--- config.mk ---
export PLATFORM = sky130hd
export DESIGN_NAME = operand_display
export DESIGN_NICKNAME = d
export VERILOG_FILES = /design/src/rtl/operand_display.sv
export SDC_FILE = /design/constraint.sdc
export NUM_CORES = 1
export LEC_CHECK = 0
export CORE_MARGIN = 2
export CORE_UTILIZATION = 36
export DETAILED_ROUTE_END_ITERATION = 8
export HOLD_SLACK_MARGIN = 0.15
export PLACE_DENSITY = 0.53
export RECOVER_POWER = 25
export SYNTH_ARGS = -nofsm -noshare
export SYNTH_HDL_FRONTEND = slang
export SYNTH_SLANG_ARGS = --single-unit
--- constraint.sdc ---
create_clock -name clk -period 2.8 [get_ports clk]
set_input_delay 0.42 -clock clk [delete_from_list [all_inputs] [get_ports clk]]
set_output_delay 0.42 -clock clk [all_outputs]
set_load 0.05 [all_outputs]
--- src/rtl/operand_display.sv ---
// operand_display: converts a 32-bit unsigned operand to BCD with a sequential
// double-dabble engine and drives an 8-digit multiplexed common-anode display.
// Optional feature macro: DISPLAY_LZB_EN (leading-zero blanking).
//
// state  | meaning
// IDLE   | waiting for load; display shows last committed value
// CONV   | 32 add-3/shift iterations of double dabble
// COMMIT | publish BCD result (or dash fill on overflow) to display buffer
module operand_display #(
    parameter int SCAN_DIV = 50000
) (
    input  logic        clk,
    input  logic        clear,
    input  logic [31:0] value,
    input  logic        load,
    output logic        busy,
    output logic        overflow,
    output logic [6:0]  seg,
    output logic [7:0]  an
);

    typedef enum logic [1:0] {IDLE, CONV, COMMIT} state_t;

    localparam int               DIV_W      = (SCAN_DIV > 1) ? $clog2(SCAN_DIV) : 1;
    localparam logic [DIV_W-1:0] DIV_LAST   = DIV_W'(SCAN_DIV - 1);
    // Digit code never produced by BCD; reserved to mean "show a dash".
    localparam logic [3:0]       DASH_DIGIT = 4'hF;

    state_t           state, state_nxt;
    logic [31:0]      bin_q;
    logic [39:0]      bcd_q;
    logic [39:0]      bcd_adj;
    logic [4:0]       iter_q;
    logic [31:0]      buf_q;
    logic             ovf_q;
    logic [DIV_W-1:0] div_q;
    logic [2:0]       idx_q;
    logic [7:0]       blank;
    logic [3:0]       cur_digit;

    function automatic logic [6:0] seg_code(input logic [3:0] d);
        case (d)
            4'd0:       seg_code = 7'h40;
            4'd1:       seg_code = 7'h79;
            4'd2:       seg_code = 7'h24;
            4'd3:       seg_code = 7'h30;
            4'd4:       seg_code = 7'h19;
            4'd5:       seg_code = 7'h12;
            4'd6:       seg_code = 7'h02;
            4'd7:       seg_code = 7'h78;
            4'd8:       seg_code = 7'h00;
            4'd9:       seg_code = 7'h10;
            DASH_DIGIT: seg_code = 7'h3F;
            default:    seg_code = 7'h7F;
        endcase
    endfunction

    assign busy      = (state != IDLE);
    assign overflow  = ovf_q;
    assign cur_digit = buf_q[{idx_q, 2'b00} +: 4];

    // FSM state register
    always_ff @(posedge clk or negedge clear) begin
        if (!clear) state <= IDLE;
        else        state <= state_nxt;
    end

    // FSM next-state logic; loads outside IDLE are simply not looked at
    always_comb begin
        state_nxt = state;
        case (state)
            IDLE:    if (load) state_nxt = CONV;
            CONV:    if (iter_q == 5'd31) state_nxt = COMMIT;
            COMMIT:  state_nxt = IDLE;
            default: state_nxt = IDLE;
        endcase
    end

    // Double-dabble correction: add 3 to every BCD nibble that is 5 or more
    always_comb begin
        bcd_adj = bcd_q;
        for (int i = 0; i < 10; i++) begin
            if (bcd_q[4*i +: 4] >= 4'd5)
                bcd_adj[4*i +: 4] = bcd_q[4*i +: 4] + 4'd3;
        end
    end

    // Conversion datapath and double-buffered display register
    always_ff @(posedge clk or negedge clear) begin
        if (!clear) begin
            bin_q  <= '0;
            bcd_q  <= '0;
            iter_q <= '0;
            buf_q  <= '0;
            ovf_q  <= 1'b0;
        end else begin
            case (state)
                IDLE: begin
                    if (load) begin
                        bin_q  <= value;
                        bcd_q  <= '0;
                        iter_q <= '0;
                    end
                end
                CONV: begin
                    {bcd_q, bin_q} <= {bcd_adj, bin_q} << 1;
                    iter_q         <= iter_q + 5'd1;
                end
                COMMIT: begin
                    if (bcd_q[39:32] != 8'd0) begin
                        ovf_q <= 1'b1;
                        buf_q <= {8{DASH_DIGIT}};
                    end else begin
                        ovf_q <= 1'b0;
                        buf_q <= bcd_q[31:0];
                    end
                end
                default: ;
            endcase
        end
    end

    // Scan divider and digit index; free-running regardless of FSM state
    always_ff @(posedge clk or negedge clear) begin
        if (!clear) begin
            div_q <= '0;
            idx_q <= '0;
        end else if (div_q == DIV_LAST) begin
            div_q <= '0;
            idx_q <= idx_q + 3'd1;
        end else begin
            div_q <= div_q + DIV_W'(1);
        end
    end

`ifdef DISPLAY_LZB_EN
    // Blank every digit above the most significant nonzero one (never digit 0,
    // never while showing the overflow dashes)
    always_comb begin
        logic all_zero;
        blank    = '0;
        all_zero = !ovf_q;
        for (int i = 7; i >= 1; i--) begin
            all_zero = all_zero && (buf_q[4*i +: 4] == 4'd0);
            blank[i] = all_zero;
        end
    end
`else
    // No blanking: all digits always shown
    always_comb begin
        blank = '0;
    end
`endif

    // Registered anode and segment drive
    always_ff @(posedge clk or negedge clear) begin
        if (!clear) begin
            an  <= 8'hFF;
            seg <= 7'h7F;
        end else begin
            an  <= ~(8'd1 << idx_q);
            seg <= blank[idx_q] ? 7'h7F : seg_code(cur_digit);
        end
    end

endmodule

* Word-level counts from Yosys, hierarchy flattened
Memories as Yosys holds them, arrays and structs flattened. Index checks and enable logic that the tools add are counted.
Storage, ports and cells: bits in registers 146, memory bits (read-only) 120, bits of input ports 35, output and inout port bits 17, logic and storage cells 75, memories kept 2
Memory list:
- (name not given) | depth 16, bits a word 7, rd ports 1, clocked after memory_dff 0, wr ports 0, RTL line 42 | case (d)
- (name not given) | depth 8, bits a word 1, rd ports 1, clocked after memory_dff 0, wr ports 0, RTL line 162 | seg <= blank[idx_q] ? 7'h7F : seg_code(cur_digit);
Cells by class: add/sub/neg operators 13, magnitude comparators 11, equality and inequality tests 6, shift-type cells 2, mux-type cells 24, bitwise operators 1, reduce and logical (&&, ||, !) cells 6
Operators with widths (number):
- $pmux W40 S2 | 1
- $mux W32 | 2
- $pmux W32 S2 | 1
- $ge A4 B3 Y1 const B | 10
- $mux W40 | 1
- $add A4 B2 Y4 const B | 9
- $mux W4 | 9
- $shiftx A32 B6 Y4 | 1
- $add A16 B1 Y16 const B | 1
- $eq A16 B16 Y1 const B | 1
- $mux W16 | 1
- $pmux W5 S2 | 1
- $not A8 Y8 | 1
- $reduce_bool A8 Y1 | 1
- $shl A1 B3 Y8 const A | 1
- $mux W7 | 1
- $add A5 B1 Y5 const B | 1
- $eq A5 B5 Y1 const B | 1
- $mux W5 | 1
- $lt A3 B4 Y1 const B | 1
- $mux W2 | 2
- $ne A2 B2 Y1 const B | 2
- $pmux W2 S2 | 1
- $reduce_and A2 Y1 | 2
- 8 further kinds | 10

* Longest topological paths before layout
depth in word-level cells 3, gate-level depth with buffers 8, gate-level depth less buffers 7

* Worst setup path before layout
No wires, ideal clock.
path kind register -> register, start point reg idx_q[0], end point reg seg[1], data arrival time 1.900 ns, data required time 2.708 ns, path slack 0.808 ns, stages on the path, launching flop included 8, clock period less this slack 1.992 ns, path through dfrtp_1 -> buf_6 -> mux4_1 -> mux2_2 -> inv_1 -> ha_1 -> nor2_1 -> o21ai_0
On the way: longest elaborated chain between the ends 3, elaborated cells between the ends (all ways) 5
Ends and longest elaborated chain:
- start: declaration | RTL line 37 | logic [2:0] idx_q;
- start signal: assignment | RTL line 130 | idx_q <= idx_q + 3'd1;
- $shiftx A32 B6 Y4 or $mem_v2 Z8 W1 (tied branches)
- $mem_v2 Z16 W7 or $mux W1 (tied branches)
- $mux W7 (*) | RTL line 162
- end signal: assignment | RTL line 162
- end: declaration | RTL line 18 | output logic [6:0] seg,
Every way passes the cells marked *; elsewhere a longest branch is shown, timed or not. The select of a mux whose other input is x is not followed. A chain may end at the register's enable or synchronous reset.

* Worst setup path in the final report
start point reg idx_q[0], end point reg seg[0]
Same word-level chain as after synthesis.

==> impl_metrics.yaml <==
sta:
  report.final.setup_viol: 0
  hold_viol_final: 0
  finalCritPeriodShare: 0.841
  finalWorstSetupSlack_ps: 444
  rsz0062_at_grt: "false"
  fmaxAchievable_mhz: 425
  tightest_slew_ps: 1430
  tns_ps: 0
  slew_headroom: 0.0448
  layout_min_cycle_time_ps: 2360
  slew_violations: 0
  fin_skew_ps: 6.85
pwr:
  peakVddDrop_mv: 0.498
  seq_power_share: 0.406
  intPower_w: 0.00511
  p_comb_frac: 0.293
  clockPowerShare: 0.302
  swShare: 0.331
  leakagePower_nw: 3.47
  switchingPower_w: 0.00252
  powerDensity_mw_per_mm2: 901
  total_power_w: 0.00764
layout:
  fin_util: 0.437
  regArea_mm2: 0.00367
  diodes: 0
  fillers: 1869
  multi_input_comb_area_mm2: 0.00314
  layout.nets: 805
  final_common_cell: "dfrtp_1"
  drive_above_1_share: 0.106
  area_growth_pct: 19.6
  layout_common_cells: "dfrtp_1, nor2_1, clkdlybuf4s50_1, o21ai_0, ha_1"
detailed_routing:
  vias: 5094
  drc_errors: 0
  wirelength_mm: 15.1
  ant_nets: 0
  drt_first_pass_iters: 4
  vias_per_cell: 5.04
  wire_per_inst_um: 15.0
  drt-initial-drc-count: 300
run_status:
  status: "finished clean"
global_route:
  met3_usage: 0.0450
  grtUsageMet2: 0.259
  grt_util_all_layers: 0.157
  antenna_found_initial: 0
  grt_pass1_wl_mm: 25.9
  busiest_layer: "met2"
  grt_pass1_vias: 5193
  gr-usage-met1: 0.205
  grt_max_degree: 107
  grt-ovfl-total: 0
critical_path:
  r2r-end: "seg[0]"
  crit_fanout: 11
  rrSetupSlack_ps: 440
  ff2ff_path_depth: 6
  timing.rr.start: "idx_q[0]"
  cp-start-kind: "flop"
  crit_top_cell: "mux2i_1"
  critical_path_class: "flop to flop"
  cp_cell_sequence: "mux4_1 -> mux2i_1 -> inv_1 -> ha_1 -> mux2i_1 -> a2bb2oi_1"
  slowest_delay_ps: 650
  path_buf_inv: 1
  required_ps: 3130
  end_kind: "flop"
  critPathTopFamily: "multiplexers"
  slowest_stage: "dfrtp_1"
  arrival_ps: 2690
floorplan:
  io-pin-count: 52
  fp.coreArea_mm2: 0.0194
  dieWidth_um: 144
  dieArea_mm2: 0.0208
  start_util: 0.365
  die_y_um: 144
  rows: 51
clock_network:
  cts_root_buf: "clkbuf_16"
  post_cts_resized: 0
  clk_pin_slew_ps: 60
  hold_buffers: 1
  cts_setup_buffers: 0
  numCtsBuffers: 17
  cts_tree: "done"
  cts_buffer_depth: 2
  cts.sinks: 146
  htree_levels: 4
  insertion_delay_ps: 420
yosys:
  synth_cell_types: 49
  ys_warn_count: 0
  avgSynthCellArea_um2: 10.3
  synth-edff-count: 0
  yosysTopAreaCell: "dfrtp_1"
  synth_nets: 760
  syn-cell-area_mm2: 0.00709
  synth_area_leaders: "dfrtp_1, ha_1, nor2_1"
  netlist_instances: 688
  synth-seq-area-share: 0.518
  ys_seq_elements: 146
  async_reset_ff_frac: 1.00
  yosysTopAreaCellShare: 0.462
  synth_ff_type: "dfrtp_1"
worst_hold_path:
  holdPathEnd: "div_q[15]"
  min_from: "div_q[15]"
  min_path_type: "flop to flop"
  min_path_cells: 1
placement:
  io_buffers: 51
  dp_hpwl_mm: 9.92
  gp_congestion: 0.775
  place_ws_ps: 437
job:
  drv_cap: 0
==> metal layers <==
| metal | vias to the layer above | part of all wire | routed length [µm] |
|---|---|---|---|
| met5 | - | 0 | 0 |
| met1 | 2501 | 0.47 | 7170 |
| met2 | 84 | 0.47 | 7160 |
| li1 | 2492 | - | - |
| met3 | 17 | 0.043 | 652 |
| met4 | 0 | 0.0098 | 149 |
==> power groups by stage <==
| stage | registers, W | logic, W | clock network [W] |
|---|---|---|---|
| after floorplan | 0.00300 | 0.00176 | 0 |
| after global placement | 0.00310 | 0.00216 | 0 |
| after detailed placement | 0.00312 | 0.00226 | 0 |
| after CTS | 0.00310 | 0.00227 | 0.00236 |
| after global routing | 0.00319 | 0.00254 | 0.00246 |
| final | 0.00310 | 0.00223 | 0.00230 |
==> cell type report <==
class                   count  area share
clock inverters             9      0.0155
multi-input cells         470       0.371
flip-flops and latches    146       0.433
well taps                 265      0.0391
repair buffers             65      0.0723
clock buffers              22      0.0548
inverters                  33      0.0146
==> cells by family after synthesis <==
| kind of cell | synth area share |
|---|---|
| flops | 0.518 |
| mux | 0.0627 |
| buf+inv | 0.0408 |
| fa+ha+maj | 0.0653 |
| xor+xnor | 0.0395 |
| compound gates | 0.136 |
| simple gates | 0.137 |
==> worst max-delay path by stage <==
stage                   from        end  slack (ps)  cells past startpoint
floorplan           idx_q[0]     seg[1]         810                      7
global placement    idx_q[0]     seg[3]         550                      6
detailed placement  idx_q[0]     seg[0]         440                      6
CTS                 idx_q[0]     seg[0]         420                      6
global route           clear  buf_q[27]         160                      3
finish              idx_q[0]     seg[0]         440                      6
==> sequential cells by signal, indices dropped and copies added (netlist names) <==
name      cells
an            8
bcd_q        40
bin_q        32
buf_q        32
div_q        16
idx_q         3
iter_q        5
overflow      1
seg           7
state         2
==> cells in the mapped netlist (6+ instances only) <==
| cell type | count |
|---|---|
| a21oi_1 | 28 |
| a31oi_1 | 17 |
| a32o_1 | 10 |
| clkbuf_1 | 33 |
| dfrtp_1 | 131 |
| dfstp_2 | 15 |
| ha_1 | 37 |
| inv_1 | 32 |
| mux2_2 | 10 |
| mux2i_1 | 8 |
| mux4_1 | 6 |
| nand2_1 | 31 |
| nand2b_1 | 13 |
| nand3_1 | 32 |
| nor2_1 | 120 |
| o21ai_0 | 42 |
| o22ai_1 | 30 |
| o31ai_1 | 10 |
| o32ai_1 | 9 |
| xnor2_1 | 14 |
| xor2_1 | 18 |
==> metrics by stage <==
stage / instances / area (µm²) / hold slack [ps]
6_report: 1010 / 8480 / 465
5_1_grt: 1010 / 8480 / 504
4_1_cts: 1010 / 8500 / 472
3_5_place_dp: 978 / 7890 / 432
3_3_place_gp: 978 / 7890 / 426
2_1_floorplan: 688 / 7090 / 124
No activity file was read; power rests on OpenSTA's default activity.
==> patch: new RTL, same settings <==
`SCAN_DIV`: 50000 -> 200000.
--- a/src/rtl/operand_display.sv
+++ b/src/rtl/operand_display.sv
@@ -8,5 +8,5 @@
 // COMMIT | publish BCD result (or dash fill on overflow) to display buffer
 module operand_display #(
-    parameter int SCAN_DIV = 50000
+    parameter int SCAN_DIV = 200000
 ) (
     input  logic        clk,
Function: same outputs for any inputs over 10 cycles, from zero or initial values; that may be too few to reach the edited logic, so the function may still have changed.
==> patch against the original RTL <==
- via count is 1.8% higher
- fmax fell by 0.55%
- worst setup slack lost 0.013 ns
- first-iteration DRC count shrank 5.0%
- sequential share of layout area shrank 0.13 points
- clock power up 7%
- total power up 6.1%
- synthesized cell count rose by 3.2%
- synthesized area up 1.7%
- wire length increased by 0.83%
- sequential cell count grew 2
- final area grew 1.7%
- critical endpoint is now seg[5]
- highest routed layer unchanged
==> patch: results (changes against the original RTL) <==
| Metric | Value |
|---|---|
| Vias in the first global route | 5328 (+2.6%) |
| Combinational gate power | 0.00248 W (+11%) |
| Static leakage | 3.57 nW (+2.8%) |
| Starting Density | 36.9% (+0.36 points) |
| Met2 routed wirelength | 7240 microns (+1.2%) |
| Fin nets | 823 (+2.2%) |
| Post-synthesis adder-cell area fraction | 6.42% (-0.11 points) |
| Vias | 5187 (+1.8%) |
| TritonRoute pass-1 iters | 5 (+1) |
| Placed insts | 996 (+1.8%) |
| XOR/XNOR Fraction of Synth Area | 4.25% (+0.30 points) |
| Switching Fraction | 34.8% (+1.7 points) |
| Worst Hold Endpoint | bin_q[9] |
| Worst hold slack | 0.499 ns (+0.0332 ns) |
| Flop pwr share | 39.2% (-1.4 points) |
| Compound-Gate Fraction of Synth Area | 12.5% (-1.1 points) |
| Synth top cells by count | nor2_1, dfrtp_1, nand3_1 |
| Register area share after synthesis | 51.7% (-0.15 points) |
| Min cycle time layout | 2.37 ns (+0.0130 ns) |
| Outcome | finished, final reports clean |
| Largest net degree at the start of global routing | 108 (+0.93%) |
| Placer's final routability congestion estimate | 0.752 (-3.0%) |
| Mux cell area share after synthesis | 6.36% (+0.089 points) |
| Register-to-Register Path Depth | 7 (+1) |
| Worst Min Path Start | bin_q[9] |
| Final HPWL DP | 9870 microns (-0.43%) |
| Layout cell share with drive strength beyond 1 | 10.5% (-0.13 points) |
| Hold path depth | 2 (+1) |
| Post-Syn Nets | 782 (+2.9%) |
| Metal3 WL | 466 microns (-29%) |
[patch: changes by cell type after synthesis, sizes merged, moves of 4 or more]
cell / unedited run / this run
nor2: 120 / 139
a31oi: 17 / 1
o21ai: 42 / 38
nand3: 32 / 46
o32ai: 9 / 0
a21oi: 28 / 45
nand2: 31 / 17
o31ai: 10 / 19
[patch: routing by layer]
metal	GRT usage, %	vias up
met2	24.4	76
met3	3.89	16
met1	20.0	2544
met4	5.39	0
li1	-	2551
met5	0	-
[patch: area by class of cell]
| class | instances | area (sq um) |
|---|---|---|
| clock buffers | 18 | 429 |
| clock inverters | 14 | 201 |
| fillers | 1884 | 10900 |
| inverters | 33 | 124 |
| multi-input cells | 489 | 3210 |
| flip-flops and latches | 148 | 3720 |
| well taps | 265 | 332 |
| repair buffers | 62 | 603 |
[patch: what timing repair did]
| action | 4_1_cts | 5_1_grt |
|---|---|---|
| endpoints found under the hold margin | 33 | 0 |
| gates resized for setup | 0 | 0 |
| hold buffers | 1 | 0 |
